File: config.mk
export PLATFORM = sky130hd
export DESIGN_NAME = kalman_out_uart_tx
export DESIGN_NICKNAME = d
export VERILOG_FILES = /design/src/rtl/kal_tx_pkg.sv /design/src/rtl/uart_tx_byte.sv /design/src/rtl/kalman_out_uart_tx.sv
export SDC_FILE = /design/constraint.sdc
export NUM_CORES = 1
export LEC_CHECK = 0
export CORE_MARGIN = 3
export CORE_UTILIZATION = 45
export DETAILED_ROUTE_END_ITERATION = 7
export DONT_BUFFER_PORTS = 1
export GPL_ROUTABILITY_DRIVEN = 0
export HOLD_SLACK_MARGIN = 0.06
export PLACE_DENSITY = 0.7
export REMOVE_ABC_BUFFERS = 1
export SLEW_MARGIN = 10
export SYNTH_ARGS = -nofsm -noshare
export SYNTH_HDL_FRONTEND = slang
export SYNTH_SLANG_ARGS = --single-unit
File: constraint.sdc
create_clock -name i_clk -period 5.3 [get_ports i_clk]
set_clock_uncertainty 0.2 [all_clocks]
set_input_delay 1.06 -clock i_clk [delete_from_list [all_inputs] [get_ports i_clk]]
set_output_delay 1.06 -clock i_clk [all_outputs]
set_load 0.01 [all_outputs]
File: src/rtl/kal_tx_pkg.sv
// Shared types and frame constants for the Kalman-output UART transmitter.
// The frame length depends on KAL_TX_CHECKSUM_EN.
package kal_tx_pkg;

    localparam logic [7:0] HDR0_DEF = 8'hAB;
    localparam logic [7:0] HDR1_DEF = 8'hBA;

`ifdef KAL_TX_CHECKSUM_EN
    localparam int FRAME_LEN = 11;
`else
    localparam int FRAME_LEN = 10;
`endif

    localparam int IDX_W = $clog2(FRAME_LEN);
    typedef logic [IDX_W-1:0] idx_t;

    // Loading the next byte is folded into the SEND transition, so only two states are registered
    typedef enum logic {F_IDLE, F_SEND} framer_state_e;

    typedef enum logic [1:0] {S_IDLE, S_START, S_DATA, S_STOP} ser_state_e;

endpackage

File: src/rtl/uart_tx_byte.sv
// 8N1 byte serialiser with baud counter; a byte can be accepted on the last stop-bit
// cycle so consecutive bytes leave the line with no gap.
module uart_tx_byte
    import kal_tx_pkg::*;
#(
    parameter int CLK_DIV = 868
) (
    input  logic       i_clk,
    input  logic       i_rst_n,
    input  logic       i_valid,
    input  logic [7:0] i_data,
    output logic       o_ready,
    output logic       o_tx,
    output logic       o_done
);

    localparam logic [15:0] BAUD_TOP = 16'(CLK_DIV - 1);

    ser_state_e  state_q, state_d;
    logic [15:0] cnt_q, cnt_d;
    logic [2:0]  bit_q, bit_d;
    logic [7:0]  sh_q, sh_d;
    logic        bit_end;

    assign bit_end = (cnt_q == 16'd0);

    always_comb begin
        // NOTE: every comb output gets a default first so no path can infer a latch.
        state_d = state_q;
        cnt_d   = cnt_q;
        bit_d   = bit_q;
        sh_d    = sh_q;
        o_tx    = 1'b1;
        o_ready = (state_q == S_IDLE) || ((state_q == S_STOP) && bit_end);
        o_done  = (state_q == S_STOP) && bit_end;

        case (state_q)
            S_IDLE: o_tx = 1'b1;
            S_START: begin
                o_tx = 1'b0;
                if (bit_end) begin
                    state_d = S_DATA;
                    cnt_d   = BAUD_TOP;
                    bit_d   = 3'd0;
                end else begin
                    cnt_d = cnt_q - 16'd1;
                end
            end
            S_DATA: begin
                o_tx = sh_q[0];
                if (bit_end) begin
                    cnt_d = BAUD_TOP;
                    sh_d  = {1'b0, sh_q[7:1]};
                    if (bit_q == 3'd7) state_d = S_STOP;
                    else               bit_d   = bit_q + 3'd1;
                end else begin
                    cnt_d = cnt_q - 16'd1;
                end
            end
            S_STOP: begin
                if (bit_end) state_d = S_IDLE;
                else         cnt_d   = cnt_q - 16'd1;
            end
            default: state_d = S_IDLE;
        endcase

        // Handshake wins over the idle/stop fall-through above
        if (i_valid && o_ready) begin
            state_d = S_START;
            cnt_d   = BAUD_TOP;
            sh_d    = i_data;
        end
    end

    // NOTE: sequential state is updated only with non-blocking assignments.
    always_ff @(posedge i_clk) begin
        if (!i_rst_n) begin
            state_q <= S_IDLE;
            cnt_q   <= '0;
            bit_q   <= '0;
            sh_q    <= '0;
        end else begin
            state_q <= state_d;
            cnt_q   <= cnt_d;
            bit_q   <= bit_d;
            sh_q    <= sh_d;
        end
    end

endmodule

File: src/rtl/kalman_out_uart_tx.sv
// Framer for Kalman x/p snapshots: header, big-endian x and p, optional checksum
// byte when KAL_TX_CHECKSUM_EN is defined.
module kalman_out_uart_tx
    import kal_tx_pkg::*;
#(
    parameter int         CLK_DIV = 868,
    parameter logic [7:0] HDR0    = HDR0_DEF,
    parameter logic [7:0] HDR1    = HDR1_DEF
) (
    input  logic               i_clk,
    input  logic               i_rst_n,
    input  logic               i_trig,
    input  logic signed [31:0] i_x,
    input  logic signed [31:0] i_p,
    output logic               o_tx,
    output logic               o_busy,
    output logic               o_drop,
    output logic               o_frame_done
);

    framer_state_e      state_q, state_d;
    idx_t               idx_q, idx_d;
    logic signed [31:0] x_q, x_d, p_q, p_d;
    logic               drop_q, drop_d;

    logic ser_valid, ser_ready, ser_done;
    logic busy, last_byte, frame_end, accept, advance;
    idx_t       byte_sel;
    logic [7:0] byte_data;

    always_comb begin
        busy      = (state_q == F_SEND);
        last_byte = (idx_q == idx_t'(FRAME_LEN - 1));
        frame_end = busy && ser_done && last_byte;
        // A trigger on the final stop-bit cycle chains straight into the next frame
        accept    = i_trig && (!busy || frame_end);
        advance   = busy && ser_ready && !last_byte;

        state_d = state_q;
        idx_d   = idx_q;
        x_d     = x_q;
        p_d     = p_q;
        drop_d  = i_trig && busy && !accept;

        if (accept) begin
            state_d = F_SEND;
            idx_d   = '0;
            x_d     = i_x;
            p_d     = i_p;
        end else if (advance) begin
            idx_d = idx_q + idx_t'(1);
        end else if (frame_end) begin
            state_d = F_IDLE;
        end

        ser_valid = accept || (busy && !last_byte);
        byte_sel  = accept ? idx_t'(0) : idx_q + idx_t'(1);
    end

    // Header bytes are constants, so byte 0 can go out on the accepting edge before the snapshot lands
    always_comb begin
        byte_data = 8'h00;
        case (int'(byte_sel))
            0: byte_data = HDR0;
            1: byte_data = HDR1;
            2: byte_data = x_q[31:24];
            3: byte_data = x_q[23:16];
            4: byte_data = x_q[15:8];
            5: byte_data = x_q[7:0];
            6: byte_data = p_q[31:24];
            7: byte_data = p_q[23:16];
            8: byte_data = p_q[15:8];
            9: byte_data = p_q[7:0];
`ifdef KAL_TX_CHECKSUM_EN
            10: byte_data = x_q[31:24] + x_q[23:16] + x_q[15:8] + x_q[7:0]
                          + p_q[31:24] + p_q[23:16] + p_q[15:8] + p_q[7:0];
`endif
            default: byte_data = 8'h00;
        endcase
    end

    always_ff @(posedge i_clk) begin
        if (!i_rst_n) begin
            state_q <= F_IDLE;
            idx_q   <= '0;
            x_q     <= '0;
            p_q     <= '0;
            drop_q  <= 1'b0;
        end else begin
            state_q <= state_d;
            idx_q   <= idx_d;
            x_q     <= x_d;
            p_q     <= p_d;
            drop_q  <= drop_d;
        end
    end

    uart_tx_byte #(.CLK_DIV(CLK_DIV)) u_ser (
        .i_clk   (i_clk),
        .i_rst_n (i_rst_n),
        .i_valid (ser_valid),
        .i_data  (byte_data),
        .o_ready (ser_ready),
        .o_tx    (o_tx),
        .o_done  (ser_done)
    );

    assign o_busy       = busy;
    assign o_drop       = drop_q;
    assign o_frame_done = frame_end;

endmodule
==> reports/results.md, run 1 <==
### Run status
- **run status** complete, no violations

### Detailed routing
- **DRC violations left** 0
- **Final ANT Viol Nets** 0
- **Iter 0 DRT Violations** 324
- **total wire length after detailed routing** 11130 µm
- **wire length per cell after detailed routing** 15.73 µm
- **router iterations before antenna repair** 5
- **Via-to-Cell Ratio** 5.747
- **Via Count** 4069

### Die
- **starting density of the core** 46.71%
- **# IOs** 71
- **Total Die Area** 12100 µm²
- **count of standard-cell rows** 37
- **Die Wd** 110.0 µm
- **Core Footprint** 10420 µm²
- **die outline height** 110.0 µm

### Logic synthesis
- **Mapped Cells** 592
- **Yosys warning count** 0
- **cell taking the most area after synthesis** dfxtp_1
- **number of library cell types mapped by synthesis** 62
- **Seq/Total Area, Yosys** 40.73%
- **top cells by area in the synthesized netlist** dfxtp_1 (41%), nand2_1 (11%), a21oi_1 (8.1%)
- **Netlist Area Pre-Place** 4866 µm²
- **Synth Register Bits** 99
- **EDFF count, synth** 0
- **Syn Area/Cell** 8.219 µm²
- **asr flop ratio synth** 0%
- **top-area cell type share of the netlist area** 40.73%
- **Synth Flop Type** dfxtp_1

### Timing
- **setup repair after global routing missed its margin** false
- **slew margin rel.** 23.34%
- **smallest setup slack after layout** 1.688 ns
- **number of failing hold endpoints at the final stage** 0
- **maximum achievable frequency** 0.2768 GHz
- **final setup violating endpoints** 0
- **Tightest Pin Transition** 1.142 ns
- **post-route clock period utilization** 68.16%
- **summed negative setup slack over all endpoints** 0 ns
- **post-layout min period** 3.613 ns
- **final-report max-slew violation count** 0

### Worst setup path
- **required time reported for the critical path endpoint** 4.04 ns
- **critical setup path kind** flop to output port
- **cell breakdown of the critical path** ha_1 > nand3b_1 > nor3_1
- **Worst Setup Start Kind** flop
- **Crit Path Max Fanout** 25
- **Critical Path Slowest Stage Cell** dfxtp_1
- **data arrival time of the critical path** 2.35 ns
- **critical path endpoint category** output port
- **longest individual stage delay on the worst path** 0.95 ns

### Clock network
- **CTS H-tree depth** 3
- **clock tree root driver cell** clkbuf_8
- **number of clock sinks** 99
- **clock insertion delay at the later pin of the skew report** 0.37 ns
- **post-cts resize count** 0
- **Post-CTS Setup Bufs** 0
- **Clock Tree Buf Depth** 2
- **Worst-path clk slew** 0.11 ns
- **number of CTS-inserted buffers** 9
- **number of hold-repair buffers added at the cts stage** 0
- **clock tree from TritonCTS** done

### Placement
- **Port Buffers** 0
- **instance area at placement** 4847 µm²
- **Setup Slack @ Placement** 1.904 ns
- **detailed placement HPWL** 7719 µm

### GRT
- **wire length of the first global-routing pass** 18230 µm
- **pin count of the biggest net entering global routing** 75
- **GRT Residual Overflow** 0
- **via count of the first global-routing pass** 3735
- **initial antenna violation count** 0
- **overall fraction of global-route tracks in use** 19.00%

### Power
- **leakage power of the design** 1.902 nW
- **ratio of total power to cell area** 387.1 nW/µm²
- **switch share** 37.13%
- **part of the total power dissipated in combinational logic** 28.5%
- **net switching power figure** 0.0007261 W
- **internal power contribution** 0.001230 W
- **largest vdd supply drop** 0.0001813 V
- **sequential share of power** 46.3%
- **clock network power share** 25.2%

### Layout
- **count of filler cells inserted in the layout** 1029
- **fraction of layout instances using a drive strength above 1** 7.168%
- **post-route standard cell area excluding fillers** 5052 µm²
- **Net count, final** 645
- **area added between synthesis and finish** 3.831%
- **ANT cells** 0

### Hold path
- **Worst Hold Class** flop to flop

### Run
- **max-cap viol count** 0

==> cell usage in the layout (no fill, tap or decap), types with 5 or more instances in the layout <==
master and n:
o22ai_1 7, dfxtp_1 99, mux4_2 6, nand4_1 5, and3_1 5, a22o_1 5
a211oi_1 5, ha_1 11, a22oi_1 9, nand2_1 148, o21ai_0 11, clkbuf_8 9
nor3_1 12, inv_1 10, nor2_1 42, nand3_1 7, mux2i_1 15, a21oi_1 79
==> sequential cells by signal (all words and copies together) (netlist names) <==
register       count
p_q               32
x_q               32
u_ser.cnt_q       16
u_ser.sh_q         8
idx_q              4
u_ser.bit_q        3
u_ser.state_q      2
o_busy             1
o_drop             1
==> critical path: cells and delay by family (launching register included) <==
kind | cells | cell delay (ns)
and+or+nand+nor | 2 | 0.76
DFF | 1 | 0.95
adders and majority gates | 1 | 0.27
==> power groups by stage <==
stage | registers [W] | clock network (W) | logic [W]
finish | 0.000906 | 0.000492 | 0.000558
detailed placement | 0.000922 | 0 | 0.000555
global route | 0.000919 | 0.000534 | 0.000629
CTS | 0.000905 | 0.000504 | 0.000557
floorplan | 0.000900 | 0 | 0.000446
global placement | 0.000918 | 0 | 0.000536
==> per-layer routing <==
| layer | track usage, % | share of wire, % |
|---|---|---|
| met1 | 25.31 | 45 |
| met2 | 31.02 | 48 |
| met3 | 4.135 | 5.5 |
| met4 | 5.343 | 1.3 |
| met5 | 0 | 0 |
==> synth_stat cells (7+ instances only) <==
cell type and instances:
dfxtp_1 99, o22ai_1 7, o21ai_0 11, nor3_1 12, nand3_1 7, ha_1 11, nor2_1 42, buf_2 14
a21oi_1 79, a22oi_1 9, inv_1 11, clkbuf_1 14, nand2_1 148, mux2i_1 15
==> worst paths after layout <==
path | from | end | slack [ns] | cells after the start
min | x_q[22] | x_q[22] | 0.26 | 2
max | idx_q[0] | o_frame_done | 1.69 | 3
min reg2reg | x_q[22] | x_q[22] | 0.26 | 2
max reg2reg | idx_q[0] | u_ser.sh_q[7] | 1.89 | 7
==> stage by stage <==
| stage | utilization [%] | hold slack (ns) | cells | power [W] |
|---|---|---|---|---|
| after global placement | 46.53 | 0.2407 | 692 | 0.001454 |
| after CTS | 48.49 | 0.2585 | 708 | 0.001966 |
| final | 48.50 | 0.2593 | 708 | 0.001956 |
| after floorplan | - | 0.2272 | 553 | 0.001346 |
| after detailed placement | 46.53 | 0.2426 | 692 | 0.001477 |
| after global routing | 48.50 | 0.2747 | 708 | 0.002082 |
==> cell type report <==
cell class,instances,area (µm²),area share [%]
multi-input combinational,443,2631,52.08
sequential,99,1982,39.23
tap,136,170.2,3.368
clock buffer,9,123.9,2.452
clock inverter,7,80.08,1.585
inverter,11,42.54,0.8420
timing repair buffer,3,22.52,0.4458
==> cells by family after synthesis <==
logic type	count (synthesis)	synth area share, %
xor gates and xnor gates	8	1.440
adders and majority gates	11	2.828
muxes	24	6.557
and+or+nand+nor	247	23.14
AOI/OAI and AO/OA	153	20.08
buffers and inverters	50	5.220
DFF	99	40.73
No activity file was read; power rests on OpenSTA's default activity.
==> run 2: changes to the inputs <==
==> constraint.sdc (replaced) <==
create_clock -name i_clk -period 3.6 [get_ports i_clk]
set_clock_uncertainty 0.2 [all_clocks]
set_input_delay 0.72 -clock i_clk [delete_from_list [all_inputs] [get_ports i_clk]]
set_output_delay 0.72 -clock i_clk [all_outputs]
set_load 0.01 [all_outputs]
==> reports/results.md, run 2 (synthesis gave the netlist of run 1 again) <==
### GRT
- **via count of the first global-routing pass** 3894, +4.3%
- **pin count of the biggest net entering global routing** 42, -44%
- **wire length of the first global-routing pass** 18800 µm, +3.1%
- **initial antenna violation count** 0, unchanged
- **overall fraction of global-route tracks in use** 19.69%, +0.69 points
- **GRT Residual Overflow** 0, unchanged

### Detailed routing
- **wire length per cell after detailed routing** 16.22 µm, +3.1%
- **Via-to-Cell Ratio** 5.806, +1.0%
- **Via Count** 4122, +1.3%
- **total wire length after detailed routing** 11520 µm, +3.4%
- **DRC violations left** 0, unchanged
- **router iterations before antenna repair** 5, unchanged
- **Final ANT Viol Nets** 0, unchanged
- **Iter 0 DRT Violations** 338, +4.3%

### Power
- **ratio of total power to cell area** 557.6 nW/µm², +44%
- **net switching power figure** 0.001023 W, +41%
- **largest vdd supply drop** 0.0003281 V, +81%
- **clock network power share** 23.0%, -2.2 points
- **internal power contribution** 0.001791 W, +46%
- **sequential share of power** 47.2%, +0.9 points
- **leakage power of the design** 1.910 nW, +0.39%
- **Final Power** 0.002814 W, +44%
- **switch share** 36.34%, -0.79 points
- **part of the total power dissipated in combinational logic** 29.8%, +1.3 points

### Timing
- **final-report max-slew violation count** 0, unchanged
- **summed negative setup slack over all endpoints** 0 ns, unchanged
- **Tightest Pin Transition** 1.138 ns, -0.004144 ns
- **post-layout min period** 3.093 ns
- **post-route clock period utilization** 85.91%
- **setup repair after global routing missed its margin** false
- **maximum achievable frequency** 0.3233 GHz
- **number of failing hold endpoints at the final stage** 0, unchanged
- **slew margin rel.** 23.62%, +0.28 points
- **smallest setup slack after layout** 0.5073 ns, -1.180 ns
- **final setup violating endpoints** 0, unchanged

### Die
- **count of standard-cell rows** 37, unchanged
- **die outline height** 110.0 µm, unchanged
- **Core Footprint** 10420 µm², unchanged
- **# IOs** 71, unchanged
- **starting density of the core** 46.71%, unchanged
- **Die Wd** 110.0 µm, unchanged
- **Total Die Area** 12100 µm², unchanged

### Layout
- **most frequent cells in the layout** nand2_1 (148), dfxtp_1 (99), a21oi_1 (79), nor2_1 (42), mux2i_1 (15)
- **post-route standard cell area excluding fillers** 5046 µm², -0.12%
- **biggest registers after layout** p_q (32), x_q (32), u_ser.cnt_q (16)
- **area added between synthesis and finish** 3.703%
- **fraction of layout instances using a drive strength above 1** 7.317%, +0.15 points
- **ANT cells** 0, unchanged
- **count of filler cells inserted in the layout** 1022, -0.68%
- **leading cell type in the layout, fill and taps excluded** nand2_1
- **Net count, final** 648, +0.47%

### Worst setup path
- **critical path endpoint category** output port
- **crit path capture** o_frame_done
- **cell count of the worst reg-to-reg path** 7, unchanged
- **endpoint of the worst-slack reg-to-reg timing path** u_ser.sh_q[0]
- **data arrival time of the critical path** 2.17 ns, -0.18 ns
- **setup slack, reg-to-reg** 0.55 ns, -1.34 ns
- **critical setup path kind** flop to output port
- **Critical R2R Launch** u_ser.cnt_q[0]
- **Crit Path Max Fanout** 7, -72%
- **crit path from** u_ser.cnt_q[10]
- **required time reported for the critical path endpoint** 2.68 ns, -1.36 ns
- **Worst Setup Start Kind** flop

### Clock network
- **number of clock sinks** 99, unchanged
- **number of hold-repair buffers added at the cts stage** 0, unchanged
- **CTS H-tree depth** 3, unchanged
- **clock insertion delay at the later pin of the skew report** 0.38 ns, about the same
- **Worst-path clk slew** 0.09 ns, -0.02 ns
- **Clock Tree Buf Depth** 2, unchanged
- **clock tree from TritonCTS** done
- **Post-CTS Setup Bufs** 0, unchanged
- **post-cts resize count** 0, unchanged
- **number of CTS-inserted buffers** 9, unchanged
- **clock tree root driver cell** clkbuf_8

### Hold path
- **Worst Hold Class** flop to flop

### Placement
- **Port Buffers** 0, unchanged
- **Setup Slack @ Placement** 0.6070 ns, -1.297 ns
- **detailed placement HPWL** 8068 µm, +4.5%
- **instance area at placement** 4882 µm², +0.72%

### Run status
- **run status** complete, no violations

### Run
- **max-cap viol count** 0, unchanged

==> run 2: changes by cell type in the layout (fill, tap and decap cells not counted), sizes merged <==
cell	previous run	this run
buf	3	6
inv	13	14
clkinv	4	2
clkbuf	9	10
clkinvlp	1	0
==> run 2: worst min path at each step <==
stage | depth (start not counted) | startpoint | endpoint | slack [ns]
finish | 2 | p_q[21] | p_q[21] | 0.25
global route | 2 | i_x[9] | x_q[9] | 0.26
CTS | 2 | i_p[0] | p_q[0] | 0.25
detailed placement | 2 | p_q[31] | p_q[31] | 0.24
global placement | 2 | p_q[3] | p_q[3] | 0.24
floorplan | 2 | x_q[24] | x_q[24] | 0.23
==> run 2: routing by layer <==
layer | part of all wire, % | vias up | global-route usage, %
met2 | 47 | 108 | 30.68
met3 | 6.6 | 14 | 5.941
met1 | 45 | 1963 | 26.53
li1 | - | 2037 | -
met5 | 0 | - | 0
met4 | 1.2 | 0 | 5.432
==> run 2: layout make-up <==
class	count	area (µm²)	share of cell area (%)
Inverter	11	41.29	0.8182
Multi-Input combinational cell	443	2631	52.14
Clock buffer	10	127.6	2.529
Sequential cell	99	1982	39.28
Tap cell	136	170.2	3.372
Timing Repair Buffer	6	57.56	1.141
Clock inverter	5	36.28	0.7191
==> run 2: stage by stage <==
| stage | utilization [%] | hold slack, ns | cells |
|---|---|---|---|
| floorplan | - | 0.2272 | 553 |
| global placement | 46.87 | 0.2391 | 695 |
| detailed placement | 46.87 | 0.2415 | 695 |
| CTS | 48.44 | 0.2531 | 710 |
| global route | 48.44 | 0.2590 | 710 |
| finish | 48.44 | 0.2531 | 710 |
==> run 2: worst max-delay path, cell delays in order, from the launching register on <==
cell and delay, ns:
dfxtp_1 0.38, nor4_2 0.58, nand4_1 0.33, nor3_1 0.51
==> run 2: power by group through the flow <==
stage / logic [W] / registers, W / clock network [W]
final: 0.000839 / 0.00133 / 0.000647
after CTS: 0.000836 / 0.00133 / 0.000662
after floorplan: 0.000656 / 0.00133 / 0
after detailed placement: 0.000832 / 0.00135 / 0
after global placement: 0.000803 / 0.00134 / 0
after global routing: 0.000937 / 0.00135 / 0.000707
==> run 3: changes to the inputs <==
==> constraint.sdc (replaced) <==
create_clock -name i_clk -period 3.6 [get_ports i_clk]
set_clock_uncertainty 0.2 [all_clocks]
set_input_delay 0.54 -clock i_clk [delete_from_list [all_inputs] [get_ports i_clk]]
set_output_delay 0.54 -clock i_clk [all_outputs]
set_load 0.01 [all_outputs]
==> reports/results.md, run 3 (synthesis gave the netlist of run 1 again) <==
### Layout
- **fraction of layout instances using a drive strength above 1** 7.639%, +0.32 points
- **most frequent cells in the layout** nand2_1 (148), dfxtp_1 (99), a21oi_1 (79), nor2_1 (42), mux2i_1 (15)
- **area added between synthesis and finish** 4.860%
- **post-route standard cell area excluding fillers** 5102 µm², +1.1%
- **leading cell type in the layout, fill and taps excluded** nand2_1
- **post-layout util** 48.99%, +0.54 points
- **biggest registers after layout** p_q (32), x_q (32), u_ser.cnt_q (16)
- **ANT cells** 0, unchanged
- **Net count, final** 649, +0.15%

### Power
- **Final Power** 0.002916 W, +3.6%
- **ratio of total power to cell area** 571.4 nW/µm², +2.5%
- **leakage power of the design** 1.931 nW, +1.1%
- **largest vdd supply drop** 0.0003089 V, -5.8%

### GRT
- **pin count of the biggest net entering global routing** 53, +26%
- **wire length of the first global-routing pass** 18300 µm, -2.6%
- **overall fraction of global-route tracks in use** 19.04%, -0.65 points
- **via count of the first global-routing pass** 3762, -3.4%
- **GRT Residual Overflow** 0, unchanged
- **initial antenna violation count** 0, unchanged

### Timing
- **setup repair after global routing missed its margin** false
- **number of failing hold endpoints at the final stage** 0, unchanged
- **post-layout min period** 3.021 ns, -0.07180 ns
- **post-route clock period utilization** 83.91%, -2.0 points
- **final setup violating endpoints** 0, unchanged
- **Tightest Pin Transition** 1.074 ns, -0.06381 ns
- **slew margin rel.** 27.90%, +4.3 points
- **final-report max-slew violation count** 0, unchanged
- **maximum achievable frequency** 0.3310 GHz, +2.4%

### Worst setup path
- **critical setup path kind** flop to flop
- **Critical R2R Launch** u_ser.cnt_q[0]
- **data arrival time of the critical path** 3.05 ns, +0.88 ns
- **cell count of the worst reg-to-reg path** 7, unchanged
- **required time reported for the critical path endpoint** 3.63 ns, +0.95 ns
- **setup slack, reg-to-reg** 0.58 ns, +0.03 ns
- **endpoint of the worst-slack reg-to-reg timing path** u_ser.sh_q[0]
- **Crit Path Max Fanout** 19, +12
- **critical path endpoint category** flop
- **Worst Setup Start Kind** flop

### Hold path
- **worst hold path stage count** 2, unchanged
- **start point of the worst min-delay path** i_p[18]
- **endpoint of the worst hold path** p_q[18]
- **Worst Hold Class** primary input to flop

### Detailed routing
- **router iterations before antenna repair** 5, unchanged
- **Via-to-Cell Ratio** 5.704, -1.8%
- **DRC violations left** 0, unchanged
- **wire length per cell after detailed routing** 15.85 µm, -2.3%
- **Final ANT Viol Nets** 0, unchanged
- **total wire length after detailed routing** 11290 µm, -2.0%
- **Iter 0 DRT Violations** 371, +9.8%
- **Via Count** 4061, -1.5%

### Die
- **count of standard-cell rows** 37, unchanged
- **Core Footprint** 10420 µm², unchanged
- **Die Wd** 110.0 µm, unchanged
- **die outline height** 110.0 µm, unchanged
- **starting density of the core** 46.71%, unchanged
- **Total Die Area** 12100 µm², unchanged
- **# IOs** 71, unchanged

### Run
- **max-cap viol count** 0, unchanged

### Clock network
- **clock tree from TritonCTS** done
- **clock insertion delay at the later pin of the skew report** 0.37 ns, about the same
- **CTS H-tree depth** 3, unchanged
- **Clock Tree Buf Depth** 2, unchanged
- **Worst-path clk slew** 0.12 ns, +0.03 ns
- **number of CTS-inserted buffers** 9, unchanged
- **Post-CTS Setup Bufs** 0, unchanged
- **clock tree root driver cell** clkbuf_8
- **number of clock sinks** 99, unchanged

### Placement
- **detailed placement HPWL** 7906 µm, -2.0%
- **Port Buffers** 0, unchanged
- **instance area at placement** 4870 µm², -0.26%

### Run status
- **run status** complete, no violations

## run 3: cell count changes in the layout (fill, tap and decap cells not counted), sizes merged
cell / change
dlygate4sd3: +1
clkinv: +4
clkbuf: -1
inv: -2
## run 3: worst max-delay path: stages (launching register included)
cell and delay, ns:
dfxtp_1 0.36, inv_1 0.09, ha_1 0.17, nor3b_1 0.45, and4_1 0.51, a31o_2 0.26
nand2b_1 0.64, o21ai_0 0.21
## run 3: timing repair
action / CTS / global route
setup endpoints to repair: 0 / 0
hold endpoints to repair: 0 / 1
hold buffers: 0 / 1
gates resized for setup: 0 / 0
## run 3: routing by layer
metal	GRT usage, %	wire length, µm	vias up	share of wire (%)
met5	0	0	-	0
met4	4.363	109	0	0.97
met3	5.708	650	9	5.8
met2	30.59	5319	118	47
met1	25.23	5209	1894	46
li1	-	-	2040	-
## run 3: metrics by stage
stage / std cells / setup WS [ns] / hold slack [ns] / setup TNS (ns)
floorplan: 553 / -0.03621 / 0.2272 / -0.1086
global placement: 695 / 0.7033 / 0.2404 / 0
detailed placement: 695 / 0.6104 / 0.2434 / 0
CTS: 711 / 0.5875 / 0.06667 / 0
global route: 712 / 0.3446 / 0.06108 / 0
finish: 712 / 0.5791 / 0.09165 / 0
## run 3: how the worst max path moves through the flow
stage	cells past startpoint	from	end
5_1_grt	7	idx_q[0]	u_ser.sh_q[7]
3_3_place_gp	7	u_ser.cnt_q[0]	u_ser.sh_q[7]
2_1_floorplan	6	idx_q[0]	u_ser.sh_q[1]
6_report	7	u_ser.cnt_q[0]	u_ser.sh_q[0]
4_1_cts	7	u_ser.cnt_q[0]	u_ser.sh_q[0]
3_5_place_dp	7	u_ser.cnt_q[0]	u_ser.sh_q[0]
## run 3: final cells by class
cell class / count / area, µm²
Fill cell: 998 / 5314
Multi-Input combinational cell: 443 / 2631
Sequential cell: 99 / 1982
Tap cell: 136 / 170.2
Clock buffer: 9 / 123.9
Clock inverter: 7 / 98.84
Timing Repair Buffer: 7 / 55.05
Inverter: 11 / 41.29
## run 3: power breakdown
group | switching [W] | internal [W]
clock network | 0.000464 | 0.000284
registers | 0.000121 | 0.00121
logic | 0.000509 | 0.000330
total | 0.00109 | 0.00182
